--- config.mk ---
export PLATFORM = sky130hd
export DESIGN_NAME = dsp48a1_mac_seq
export DESIGN_NICKNAME = d
export VERILOG_FILES = /design/src/rtl/dsp48a1_mac_pkg.sv /design/src/rtl/dsp_opmode_dly.sv /design/src/rtl/dsp48a1_mac_seq.sv
export SDC_FILE = /design/constraint.sdc
export NUM_CORES = 1
export LEC_CHECK = 0
export BUFFER_PORTS_ARGS = -buffer_cell sky130_fd_sc_hd__buf_2
export CAP_MARGIN = 20
export CELL_PAD_IN_SITES_DETAIL_PLACEMENT = 0
export CELL_PAD_IN_SITES_GLOBAL_PLACEMENT = 2
export CORE_UTILIZATION = 32
export DETAILED_ROUTE_END_ITERATION = 7
export PLACE_DENSITY_LB_ADDON = 0.1
export SLEW_MARGIN = 20
export SYNTH_ARGS = -nofsm -noshare
export SYNTH_HDL_FRONTEND = slang
export SYNTH_SLANG_ARGS = --single-unit
--- constraint.sdc ---
create_clock -name CLK -period 3.5 [get_ports CLK]
set_input_delay 0.7 -clock CLK [delete_from_list [all_inputs] [get_ports CLK]]
set_output_delay 0.7 -clock CLK [all_outputs]
set_load 0.05 [all_outputs]
--- src/rtl/dsp48a1_mac_pkg.sv ---
// Shared constants and state encoding for the DSP48A1 dot-product sequencer.
package dsp48a1_mac_pkg;

  // OPMODE values with the pre-adder off and carry-in 0: X in [1:0], Z in [3:2].
  localparam logic [7:0] OPM_LOAD = 8'h01;
  localparam logic [7:0] OPM_ACC  = 8'h09;
  localparam logic [7:0] OPM_HOLD = 8'h08;

  localparam int P_LAT_DEF    = 4;
  localparam int OPM_SKEW_DEF = 3;
  localparam int CNT_W_DEF    = 16;

  typedef enum logic [1:0] {
    ST_IDLE  = 2'd0,
    ST_ACCUM = 2'd1,
    ST_DRAIN = 2'd2,
    ST_HOLD  = 2'd3
  } state_e;

endpackage

--- src/rtl/dsp_opmode_dly.sv ---
// Fixed-depth OPMODE delay line that lines the opcode up with the slice's A/B/M pipeline.
module dsp_opmode_dly
  import dsp48a1_mac_pkg::*;
#(
  parameter int DEPTH = OPM_SKEW_DEF
) (
  input  logic       clk_i,
  input  logic       rst_ni,
  input  logic [7:0] opm_i,
  output logic [7:0] opm_o
);

  logic [7:0] line_q [DEPTH];

  always_ff @(posedge clk_i or negedge rst_ni) begin
    if (!rst_ni) begin
      for (int i = 0; i < DEPTH; i++) line_q[i] <= OPM_HOLD;
    end else begin
      line_q[0] <= opm_i;
      for (int i = 1; i < DEPTH; i++) line_q[i] <= line_q[i-1];
    end
  end

  assign opm_o = line_q[DEPTH-1];

endmodule

--- src/rtl/dsp48a1_mac_seq.sv ---
// Feeds signed operand pairs into a fully pipelined DSP48A1 and returns the
// dot product of each IN_LAST-delimited vector once the slice pipeline has drained.
module dsp48a1_mac_seq
  import dsp48a1_mac_pkg::*;
#(
  parameter int P_LAT    = P_LAT_DEF,
  parameter int OPM_SKEW = OPM_SKEW_DEF,
  parameter int CNT_W    = CNT_W_DEF
) (
  input  logic             CLK,
  input  logic             RST_N,
  input  logic             IN_VALID,
  output logic             IN_READY,
  input  logic [17:0]      IN_A,
  input  logic [17:0]      IN_B,
  input  logic             IN_LAST,
  output logic [17:0]      DSP_A,
  output logic [17:0]      DSP_B,
  output logic [7:0]       DSP_OPMODE,
  input  logic [47:0]      DSP_P,
  output logic             RES_VALID,
  input  logic             RES_READY,
  output logic [47:0]      RES_DATA,
  output logic [CNT_W-1:0] RES_COUNT,
  output logic [1:0]       DBG_STATE
);

  localparam int DRN_W = $clog2(P_LAT + 1);

  state_e           state_q, state_d;
  logic [DRN_W-1:0] drain_q, drain_d;
  logic [CNT_W-1:0] cnt_q, cnt_d;
  logic [17:0]      a_q, a_d, b_q, b_d;
  logic [47:0]      res_data_q, res_data_d;
  logic [CNT_W-1:0] res_count_q, res_count_d;
  logic             res_valid_q, res_valid_d;
  logic             in_ready_q, in_ready_d;
  logic             accept;
  logic [7:0]       opm_in;

  // Both streams transfer on a rising edge where valid and ready are high;
  // a source holds its data stable while valid is high and ready is low.
  assign accept = IN_VALID && in_ready_q;

  always_comb begin
    state_d     = state_q;
    drain_d     = drain_q;
    cnt_d       = cnt_q;
    a_d         = a_q;
    b_d         = b_q;
    res_data_d  = res_data_q;
    res_count_d = res_count_q;
    res_valid_d = res_valid_q;
    opm_in      = OPM_HOLD;

    if (accept) begin
      a_d = IN_A;
      b_d = IN_B;
      if (state_q == ST_IDLE) begin
        opm_in = OPM_LOAD;
        cnt_d  = CNT_W'(1);
      end else begin
        opm_in = OPM_ACC;
        if (cnt_q != '1) cnt_d = cnt_q + 1'b1;
      end
      if (IN_LAST) begin
        state_d = ST_DRAIN;
        drain_d = DRN_W'(P_LAT);
      end else begin
        state_d = ST_ACCUM;
      end
    end

    case (state_q)
      ST_DRAIN: begin
        if (drain_q == '0) begin
          res_data_d  = DSP_P;
          res_count_d = cnt_q;
          res_valid_d = 1'b1;
          state_d     = ST_HOLD;
        end else begin
          drain_d = drain_q - 1'b1;
        end
      end
      ST_HOLD: begin
        if (res_valid_q && RES_READY) begin
          res_valid_d = 1'b0;
          state_d     = ST_IDLE;
        end
      end
      default: ;
    endcase

    // Registered from the next state so IN_READY reads 0 while reset is held.
    in_ready_d = (state_d == ST_IDLE) || (state_d == ST_ACCUM);
  end

  always_ff @(posedge CLK or negedge RST_N) begin
    if (!RST_N) begin
      state_q     <= ST_IDLE;
      drain_q     <= '0;
      cnt_q       <= '0;
      a_q         <= '0;
      b_q         <= '0;
      res_data_q  <= '0;
      res_count_q <= '0;
      res_valid_q <= 1'b0;
      in_ready_q  <= 1'b0;
    end else begin
      state_q     <= state_d;
      drain_q     <= drain_d;
      cnt_q       <= cnt_d;
      a_q         <= a_d;
      b_q         <= b_d;
      res_data_q  <= res_data_d;
      res_count_q <= res_count_d;
      res_valid_q <= res_valid_d;
      in_ready_q  <= in_ready_d;
    end
  end

  dsp_opmode_dly #(
    .DEPTH (OPM_SKEW)
  ) u_opm_dly (
    .clk_i  (CLK),
    .rst_ni (RST_N),
    .opm_i  (opm_in),
    .opm_o  (DSP_OPMODE)
  );

  assign IN_READY  = in_ready_q;
  assign DSP_A     = a_q;
  assign DSP_B     = b_q;
  assign RES_VALID = res_valid_q;
  assign RES_DATA  = res_data_q;
  assign RES_COUNT = res_count_q;
  assign DBG_STATE = state_q;

endmodule

==> results.sh, run 1 <==
export IMPL_cts_resized_gates=0
export IMPL_numCtsBuffers=17
export IMPL_die_area_sq_mm=0.0170
export IMPL_status="complete, no violations"
export IMPL_detailed_place_hpwl_um=8940
export IMPL_setup_tns_ns=0
export IMPL_ir_worst_vdd_mv=0.374
export IMPL_cts_root_buf="clkbuf_16"
export IMPL_areaGrowthSynthToFinish_pct=35.5
export IMPL_ys_seq_elements=129
export IMPL_synth_edff_count=0
export IMPL_antenna_found_initial=1
export IMPL_cts_sinks=129
export IMPL_first_global_vias=3805
export IMPL_final_instance_count_excl_fill=874
export IMPL_synth_flop_cell="dfrtp_1"
export IMPL_async_flop_share=1.00
export IMPL_synth_cell_types=47
export IMPL_num_rows=46
export IMPL_slew_violations=0
export IMPL_fin_crit_ns=2.00
export IMPL_die_w_um=130
export IMPL_register_area_sq_mm=0.00323
export IMPL_finalClockSkew_ns=0.00615
export IMPL_wirelength_um=12700
export IMPL_power_frac_seq=0.305
export IMPL_ant_nets=0
export IMPL_hp_class="primary input to asynchronous set/reset pin"
export IMPL_critPathLaunchType="primary input"
export IMPL_synth_top_area_frac=0.598
export IMPL_vias=4024
export IMPL_pwr_density_cell_mw_per_mm2=1090
export IMPL_swShare=0.453
export IMPL_htree_levels=4
export IMPL_grt_pass1_wl_um=19600
export IMPL_drc=0
export IMPL_drive_gt1_frac=0.459
export IMPL_max_slew_margin=0.558
export IMPL_cp_max_fo=30
export IMPL_clkTransAtPathRegs_ns=0.05
export IMPL_finalSetupViolations=0
export IMPL_synth_area_top_cells="dfrtp_1, mux2_2, nand2_1"
export IMPL_io_pins=201
export IMPL_internal_power_mw=4.27
export IMPL_clk_path_buf_depth=2
export IMPL_hold_viol_final=0
export IMPL_start_util=0.329
export IMPL_yosys_top_cells_count="dfrtp_1, nand2_1, mux2_2"
export IMPL_worst_pin_slew_ns=0.662
export IMPL_clk_latency_ns=0.41
export IMPL_synthCells=448
export IMPL_drt_iter0_markers=129
export IMPL_postCtsHoldBufs=0
export IMPL_n_fill_cell=1630
export IMPL_syn_area_sq_mm=0.00527
export IMPL_grt_max_degree=90
export IMPL_nets=735
export IMPL_dieHeight_um=130
export IMPL_clkPwrFrac=0.258
export IMPL_multi_input_area_sq_mm=0.00188
export IMPL_fmax_ghz=0.501
export IMPL_ys_seq_area_frac=0.613
export IMPL_p_comb_frac=0.437
export IMPL_endpoint_kind="register"
export IMPL_gr_usage_all_layers=0.153
export IMPL_cp_data_arrival_time_ns=2.28
export IMPL_place_congestion=0.794
export IMPL_synth_warnings=0
export IMPL_synth_most_common_cell="dfrtp_1"
export IMPL_dp_cells=839
export IMPL_core_area_sq_mm=0.0160
export IMPL_rsz0062_at_grt="false"
export IMPL_leakage_nw=3.72
export IMPL_first_pass_iters=4
export IMPL_post_cts_buffers=0
export IMPL_final_period_utilization=0.571
export IMPL_grt_overflow_total=0
export IMPL_switching_power_mw=3.54
export IMPL_io_buffers=194
export IMPL_post_drt_via_cell_ratio=4.60
export IMPL_avgSynthCellArea_sq_um=11.8
export IMPL_drv_cap=0
export IMPL_required_ns=3.79
export IMPL_wl_per_cell_um=14.5
export IMPL_path_class="primary input to register"
export IMPL_cts_tree="done"
export IMPL_yosysTopAreaCell="dfrtp_1"
worst paths after layout:
path | start | end | slack [ns] | cells past startpoint
setup / recovery | IN_VALID | IN_READY | 1.50 | 7
hold / removal | RST_N | RES_DATA[10] | 0.27 | 1
setup reg to reg | IN_READY | IN_READY | 1.52 | 6
hold reg to reg | u_opm_dly.line_q[16] | u_opm_dly.line_q[8] | 0.35 | 0
max in group asynchronous | RST_N | u_opm_dly.opm_o[3] | 2.33 | 2
min in group CLK | u_opm_dly.line_q[16] | u_opm_dly.line_q[8] | 0.35 | 0
layer usage:
layer,part of all wire,global-route usage,routed length (um)
met3,0.075,0.0517,949
met2,0.45,0.234,5770
met4,0.0084,0.0534,106
met1,0.46,0.201,5860
met5,0,0,0
critical path, stage by stage:
cell     delay, ns
buf_2         0.09
nand2_2       0.23
inv_2         0.36
buf_4         0.40
nand2_1       0.17
a31oi_1       0.25
inv_1         0.07
flip-flops by register name (all words and copies together), names as in the netlist:
register	count
u_opm_dly.opm_o	2
IN_READY	1
drain_q	3
u_opm_dly.line_q	4
RES_DATA	48
DSP_B	18
DSP_A	18
cnt_q	16
DBG_STATE	2
RES_COUNT	16
RES_VALID	1
power by group through the flow:
stage          Combinational, mW  Clock [mW]  Sequential (mW)
3_3_place_gp                3.42           0             2.41
4_1_cts                     3.45        2.08             2.39
5_1_grt                     3.64        2.13             2.48
3_5_place_dp                3.44           0             2.42
2_1_floorplan              0.862           0             4.13
6_report                    3.41        2.02             2.38
kinds of logic after synthesis:
group / after synthesis / synth area share
simple gates: 172 / 0.152
mux: 64 / 0.137
buf+inv: 36 / 0.0349
flops: 129 / 0.613
compound gates: 43 / 0.0556
other cells: 1 / 0.000712
fa+ha+maj: 3 / 0.00712
metrics by stage:
step | util | setup slack (ns) | hold slack (ns) | area (sq um) | power [mW]
2_1_floorplan | - | 1.47 | 0.331 | 5290 | 4.99
3_3_place_gp | 0.402 | 1.06 | 0.332 | 6430 | 5.83
3_5_place_dp | 0.402 | 1.00 | 0.338 | 6430 | 5.86
4_1_cts | 0.445 | 1.32 | 0.277 | 7120 | 7.92
5_1_grt | 0.446 | 1.29 | 0.291 | 7140 | 8.24
6_report | 0.446 | 1.50 | 0.270 | 7140 | 7.81
layout make-up:
class                           instances  share of cell area
Sequential cell                       129               0.453
Multi-Input combinational cell        288               0.263
Timing Repair Buffer                  201               0.146
Clock buffer                           19              0.0634
Tap cell                              216              0.0378
Clock inverter                         13              0.0326
Inverter                                6             0.00315
Antenna cell                            2            0.000701
cell usage in the layout (no fill, tap or decap), types with 7 or more instances in the layout:
| master | synthesis | routed |
|---|---|---|
| nand2_1 | 122 | 121 |
| mux2_2 | 58 | 58 |
| dfrtp_1 | 126 | 126 |
| a31oi_1 | 9 | 9 |
| clkbuf_16 | 0 | 17 |
| buf_2 | 9 | 193 |
| a21oi_1 | 7 | 7 |
| nand4_1 | 8 | 8 |
| o21ai_0 | 7 | 7 |
| nand3_1 | 8 | 8 |
No activity file was read; power rests on OpenSTA's default activity.
==> run 2, diff against run 1 <==
--- a/config.mk
+++ b/config.mk
@@ -9,7 +9,7 @@
 export CAP_MARGIN = 20
 export CELL_PAD_IN_SITES_DETAIL_PLACEMENT = 0
 export CELL_PAD_IN_SITES_GLOBAL_PLACEMENT = 2
-export CORE_UTILIZATION = 32
+export CORE_UTILIZATION = 30
 export DETAILED_ROUTE_END_ITERATION = 7
 export PLACE_DENSITY_LB_ADDON = 0.1
 export SLEW_MARGIN = 20
==> constraint.sdc (replaced) <==
create_clock -name CLK -period 1.9 [get_ports CLK]
set_input_delay 0.38 -clock CLK [delete_from_list [all_inputs] [get_ports CLK]]
set_output_delay 0.38 -clock CLK [all_outputs]
set_load 0.05 [all_outputs]
==> run 2 against run 1 <==
Effect of this change: core utilization is 2.7 points lower; critical endpoint is now RES_DATA[3]; sequential share of layout area is 0.53 points lower; critical path type is now register to register; setup slack worse by 1.4 ns; sequential power is 84% higher; final cell count is 3.1% higher; clock skew is 0.0018 ns lower; combinational power is 89% higher; via count is 0.32% higher; clock power is 51% higher.
==> results.sh, run 2 (synthesis results as in run 1) <==
export IMPL_power_frac_seq=0.316
export IMPL_clk_path_buf_depth=2
export IMPL_drt_iter0_markers=155
export IMPL_dpl_cell_area_sq_mm=0.00666
export IMPL_whs_ns=0.156
export IMPL_clkTransAtPathRegs_ns=0.05
export IMPL_post_place_ws_ns=0.0455
export IMPL_met1_length_um=5690
export IMPL_die_w_um=135
export IMPL_setup_tns_ns=0
export IMPL_final_common_cell="buf_2"
export IMPL_detailed_place_hpwl_um=9090
export IMPL_htree_levels=4
export IMPL_n_fill_cell=1695
export IMPL_path_common_cell="inv_1"
export IMPL_path_class="register to register"
export IMPL_die_area_sq_mm=0.0181
export IMPL_areaGrowthSynthToFinish_pct=37.2
export IMPL_start_util=0.306
export IMPL_status="complete, no violations"
export IMPL_antennaDiodeCount=0
export IMPL_utilization=0.419
export IMPL_antenna_found_initial=0
export IMPL_dieHeight_um=135
export IMPL_largest_register_ffs=48
export IMPL_reg2regPathDepth=6
export IMPL_first_global_vias=4083
export IMPL_internal_power_mw=7.40
export IMPL_rsz0062_at_grt="false"
export IMPL_endpoint_kind="register"
export IMPL_final_period_utilization=0.936
export IMPL_cts_root_buf="clkbuf_16"
export IMPL_final_cell_area_sq_mm=0.00723
export IMPL_numCtsBuffers=17
export IMPL_required_ns=2.19
export IMPL_io_buffers=194
export IMPL_post_drt_via_cell_ratio=4.48
export IMPL_met3_length_um=760
export IMPL_cts_tree="done"
export IMPL_num_rows=48
export IMPL_finalClockSkew_ns=0.00438
export IMPL_post_cts_buffers=0
export IMPL_worst_pin_slew_ns=0.554
export IMPL_p_comb_frac=0.465
export IMPL_core_area_sq_mm=0.0172
export IMPL_drive_gt1_frac=0.475
export IMPL_wirelength_um=12800
export IMPL_hold_viol_final=0
export IMPL_fin_crit_ns=1.78
export IMPL_switching_power_mw=6.46
export IMPL_ir_worst_vdd_mv=0.749
export IMPL_cts_sinks=129
export IMPL_drc=0
export IMPL_nets=757
export IMPL_critPathLaunchType="register"
export IMPL_slowest_stage="dfrtp_1"
export IMPL_path_buf_inv=3
export IMPL_min_to="DSP_A[9]"
export IMPL_cp_num_cells=6
export IMPL_cp_max_fo=38
export IMPL_wl_per_cell_um=14.2
export IMPL_fmax_ghz=0.563
export IMPL_io_pins=201
export IMPL_setup_slack_ns=0.122
export IMPL_reg2reg_from="drain_q[0]"
export IMPL_leakage_nw=3.78
export IMPL_hp_start="IN_A[9]"
export IMPL_final_cell_mix="buf_2, dfrtp_1, nand2_1"
export IMPL_hp_class="primary input to register"
export IMPL_dp_cells=870
export IMPL_ant_nets=0
export IMPL_cp_data_arrival_time_ns=2.06
export IMPL_slew_violations=0
export IMPL_final_instance_count_excl_fill=901
export IMPL_gr_usage_all_layers=0.148
export IMPL_critPathTopFamily="buffers and inverters"
export IMPL_drv_cap=0
export IMPL_finalSetupViolations=0
export IMPL_power_mw=13.9
export IMPL_critPathMaxStageDelay_ns=0.39
export IMPL_max_slew_margin=0.627
export IMPL_place_congestion=0.810
export IMPL_highest_layer="met4"
export IMPL_r2r_setup_slack_ns=0.12
export IMPL_first_pass_iters=5
export IMPL_swShare=0.466
export IMPL_min_path_cells=3
export IMPL_pwr_density_cell_mw_per_mm2=1920
export IMPL_grt_overflow_total=0
export IMPL_wl_met2_um=6110
export IMPL_grt_pass1_wl_um=20600
export IMPL_clk_latency_ns=0.41
export IMPL_r2r_end="RES_DATA[3]"
export IMPL_vias=4037
export IMPL_crit_path_cell_trace="inv_1 > ha_1 > inv_1 > nor3b_2 > buf_12 > mux2_2"
export IMPL_clkPwrFrac=0.220
export IMPL_grt_max_degree=45
run 2: changes by cell type in the layout (fill, tap and decap cells not counted), sizes merged:
| cell | change |
|---|---|
| diode | -2 |
| dlygate4sd3 | +1 |
| clkinvlp | -3 |
| bufinv | -5 |
| clkbuf | +6 |
| buf | +21 |
run 2: routing by layer:
layer	GRT usage	vias to the layer above
met5	0	-
met4	0.0605	0
met3	0.0364	17
met2	0.248	170
met1	0.182	1892
li1	-	1958
run 2: worst max-delay path by stage:
stage                from            to  slack (ns)
2_1_floorplan    IN_READY  DBG_STATE[0]        0.02
3_3_place_gp     cnt_q[1]      cnt_q[6]        0.07
3_5_place_dp     cnt_q[1]      cnt_q[6]        0.05
4_1_cts          cnt_q[1]      cnt_q[5]        0.04
5_1_grt          cnt_q[1]      cnt_q[5]        0.03
6_report       drain_q[0]   RES_DATA[3]        0.12
run 2: tightest hold or removal path: cells and delay by family:
| kind | cells | cell delay, ns |
|---|---|---|
| and+or+nand+nor | 2 | 0.08 |
| buffers and inverters | 1 | 0.07 |
run 2: final cells by class:
type / count / area, sq um / share of cell area
sequential: 129 / 3230 / 0.447
multi-input combinational: 288 / 1890 / 0.261
timing repair buffer: 223 / 1250 / 0.173
clock buffer: 25 / 505 / 0.0699
tap: 225 / 282 / 0.0389
clock inverter: 5 / 52.6 / 0.00727
inverter: 6 / 22.5 / 0.00311
run 2: repair_timing:
action / in CTS / in global routing
hold endpoints to repair: 22 / 0
setup endpoints to repair: 0 / 11
hold buffers: 1 / 0
resized for setup: 0 / 2
run 2: power groups by stage:
| stage | sequential, mW | clock (mW) | combinational, mW |
|---|---|---|---|
| 2_1_floorplan | 7.61 | 0 | 1.59 |
| 3_3_place_gp | 4.39 | 0 | 6.47 |
| 3_5_place_dp | 4.43 | 0 | 6.51 |
| 4_1_cts | 4.39 | 3.17 | 6.52 |
| 5_1_grt | 4.54 | 3.28 | 6.83 |
| 6_report | 4.38 | 3.05 | 6.44 |
==> run 3, diff against run 2 <==
--- a/config.mk
+++ b/config.mk
@@ -9,10 +9,12 @@
 export CAP_MARGIN = 20
 export CELL_PAD_IN_SITES_DETAIL_PLACEMENT = 0
 export CELL_PAD_IN_SITES_GLOBAL_PLACEMENT = 2
-export CORE_UTILIZATION = 30
+export CORE_UTILIZATION = 31
+export CTS_BUF_LIST = sky130_fd_sc_hd__clkbuf_4 sky130_fd_sc_hd__clkbuf_8 sky130_fd_sc_hd__clkbuf_16
 export DETAILED_ROUTE_END_ITERATION = 7
 export PLACE_DENSITY_LB_ADDON = 0.1
 export SLEW_MARGIN = 20
 export SYNTH_ARGS = -nofsm -noshare
 export SYNTH_HDL_FRONTEND = slang
+export SYNTH_HIERARCHICAL = 1
 export SYNTH_SLANG_ARGS = --single-unit
==> run 3 against run 2 <==
Effect of this change: the run now ends with design-rule violations left; fmax is 0.81% higher; sequential power is 12% higher; setup slack improved by 0.014 ns; clock skew increased by 0.0037 ns; register-to-register slack hardly changed; area after synthesis grew 9.5%; via count grew 5.8%; flip-flop and latch count increased by 18; highest routed layer unchanged.
==> results.sh, run 3 <==
export IMPL_endpoint_kind="register"
export IMPL_final_cell_area_sq_mm=0.00783
export IMPL_synth_area_top_cells="dfrtp_1, mux2_2, nand2_1"
export IMPL_clkTransAtPathRegs_ns=0.07
export IMPL_synthCells=476
export IMPL_post_drt_via_cell_ratio=4.54
export IMPL_synth_cell_types=59
export IMPL_areaGrowthSynthToFinish_pct=35.6
export IMPL_final_period_utilization=0.928
export IMPL_status="finished, violations left"
export IMPL_syn_area_sq_mm=0.00577
export IMPL_antenna_found_initial=0
export IMPL_finalClockSkew_ns=0.00810
export IMPL_clk_path_buf_depth=2
export IMPL_yosysTopAreaCell="dfrtp_1"
export IMPL_drv_cap=0
export IMPL_ant_nets=0
export IMPL_io_pins=201
export IMPL_synth_top_area_frac=0.624
export IMPL_drive_gt1_frac=0.478
export IMPL_synth_edff_count=0
export IMPL_die_w_um=138
export IMPL_cts_sinks=147
export IMPL_grt_max_degree=49
export IMPL_setup_tns_ns=0
export IMPL_place_congestion=0.763
export IMPL_dieHeight_um=138
export IMPL_die_area_sq_mm=0.0192
export IMPL_ir_worst_vdd_mv=0.810
export IMPL_synth_most_common_cell="dfrtp_1"
export IMPL_finalSetupViolations=0
export IMPL_clk_latency_ns=0.42
export IMPL_ys_seq_area_frac=0.638
export IMPL_dp_cells=907
export IMPL_wl_per_cell_um=14.6
export IMPL_hp_class="primary input to register"
export IMPL_critPathMaxStageDelay_ns=0.47
export IMPL_required_ns=2.20
export IMPL_first_pass_iters=6
export IMPL_cts_tree="done"
export IMPL_num_rows=49
export IMPL_avgSynthCellArea_sq_um=12.1
export IMPL_grt_overflow_total=0
export IMPL_synth_flop_cell="dfrtp_1"
export IMPL_slowest_stage="dfrtp_2"
export IMPL_drt_iter0_markers=220
export IMPL_ys_seq_elements=147
export IMPL_path_class="register to register"
export IMPL_htree_levels=4
export IMPL_final_cell_mix="buf_2, dfrtp_1, nand2_1"
export IMPL_critPathTopFamily="simple AND/OR/NAND/NOR gates"
export IMPL_post_place_ws_ns=0.140
export IMPL_first_global_vias=4353
export IMPL_start_util=0.319
export IMPL_antennaDiodeCount=0
export IMPL_critPathLaunchType="register"
export IMPL_use_met1=0.200
export IMPL_drc=40
export IMPL_cp_data_arrival_time_ns=2.06
export IMPL_vias=4271
export IMPL_io_buffers=200
export IMPL_core_area_sq_mm=0.0181
export IMPL_cp_max_fo=48
export IMPL_grt_use_met2=0.234
export IMPL_violations="design-rule violations"
export IMPL_path_buf_inv=1
export IMPL_synth_warnings=6
export IMPL_hold_viol_final=0
export IMPL_crit_path_cell_trace="and2b_1 > nor3b_4 > buf_12 > mux2_2"
export IMPL_worst_pin_slew_ns=0.533
export IMPL_setup_slack_ns=0.136
export IMPL_slew_violations=0
export IMPL_final_common_cell="buf_2"
export IMPL_fin_crit_ns=1.76
export IMPL_numCtsBuffers=17
export IMPL_met3_usage=0.0537
export IMPL_nets=790
export IMPL_dpl_cell_area_sq_mm=0.00719
export IMPL_largest_register_ffs=48
export IMPL_yosys_top_cells_count="dfrtp_1, nand2_1, mux2_2"
export IMPL_cts_root_buf="clkbuf_16"
export IMPL_async_flop_share=1.00
export IMPL_gr_usage_all_layers=0.152
export IMPL_detailed_place_hpwl_um=9730
export IMPL_max_slew_margin=0.641
export IMPL_fmax_ghz=0.567
export IMPL_grt_pass1_wl_um=22900
export IMPL_rsz0062_at_grt="false"
export IMPL_power_mw=15.4
export IMPL_final_instance_count_excl_fill=940
export IMPL_leakage_nw=4.02
export IMPL_pwr_density_cell_mw_per_mm2=1960
export IMPL_busiest_layer="met2"
export IMPL_wirelength_um=13700
export IMPL_cts_resized_gates=0
==> run 3: changes by cell type after synthesis, sizes merged, moves of 3 or more <==
cell	before	now
nor2	5	8
nand4	9	5
dfrtp	126	144
or2	2	5
nand2	122	127
o31ai	0	4
a31oi	9	2
o21a	5	1
==> run 3: path summary, 6_finish.rpt <==
path                                startpoint  slack (ns)  cells past startpoint                  to
setup / recovery                  DBG_STATE[0]        0.14                      4        RES_DATA[39]
hold / removal                         IN_A[9]        0.15                      3            DSP_A[9]
setup reg to reg                  DBG_STATE[0]        0.14                      4        RES_DATA[39]
hold reg to reg            u_opm_dly/line_q[8]        0.35                      0  u_opm_dly/opm_o[0]
max in group asynchronous                RST_N        0.82                      3           DSP_A[15]
min in group asynchronous                RST_N        0.49                      2        RES_DATA[25]
==> run 3: per-layer routing <==
metal / share of wire / wire (um)
met5: 0 / 0
met4: 0.0090 / 124
met3: 0.075 / 1030
met2: 0.45 / 6130
met1: 0.47 / 6420
==> run 3: cells by family after synthesis <==
logic type / share of synthesized area
other: 0.000650
adder cells (fa/ha/maj): 0.00650
buffers and inverters: 0.0327
AO/OA/AOI/OAI: 0.0553
flip-flops: 0.638
multiplexers: 0.127
AND/OR/NAND/NOR: 0.140
==> run 3: timing repair <==
item	4_1_cts	5_1_grt
endpoints found under the setup margin	0	0
setup buffers	0	0
hold buffers	1	0
endpoints found under the hold margin	41	0
==> run 3: final cells by class <==
cell class	instances	area [sq um]
flip-flops and latches	147	3680
well taps	229	287
multi-input cells	297	1930
clock inverters	14	189
repair buffers	229	1280
fillers	1761	10300
inverters	6	22.5
clock buffers	18	439
==> run 3: tightest hold or removal path: cells and delay by family <==
kind	cells	cell delay (ns)
buffers and inverters	1	0.07
and+or+nand+nor	2	0.08
==> run 3: power by group <==
part           switching (mW)  internal (mW)  leakage, nW
Clock                    1.40           2.14        0.302
Combinational            5.06           1.84         1.92
Sequential              0.642           4.27         1.80
Total                    7.11           8.25         4.02
==> run 3: through the flow <==
| stage | hold slack, ns | utilization |
|---|---|---|
| 3_5_place_dp | 0.336 | 0.397 |
| 2_1_floorplan | 0.0844 | - |
| 5_1_grt | 0.134 | 0.433 |
| 4_1_cts | 0.130 | 0.433 |
| 6_report | 0.147 | 0.433 |
| 3_3_place_gp | 0.331 | 0.397 |
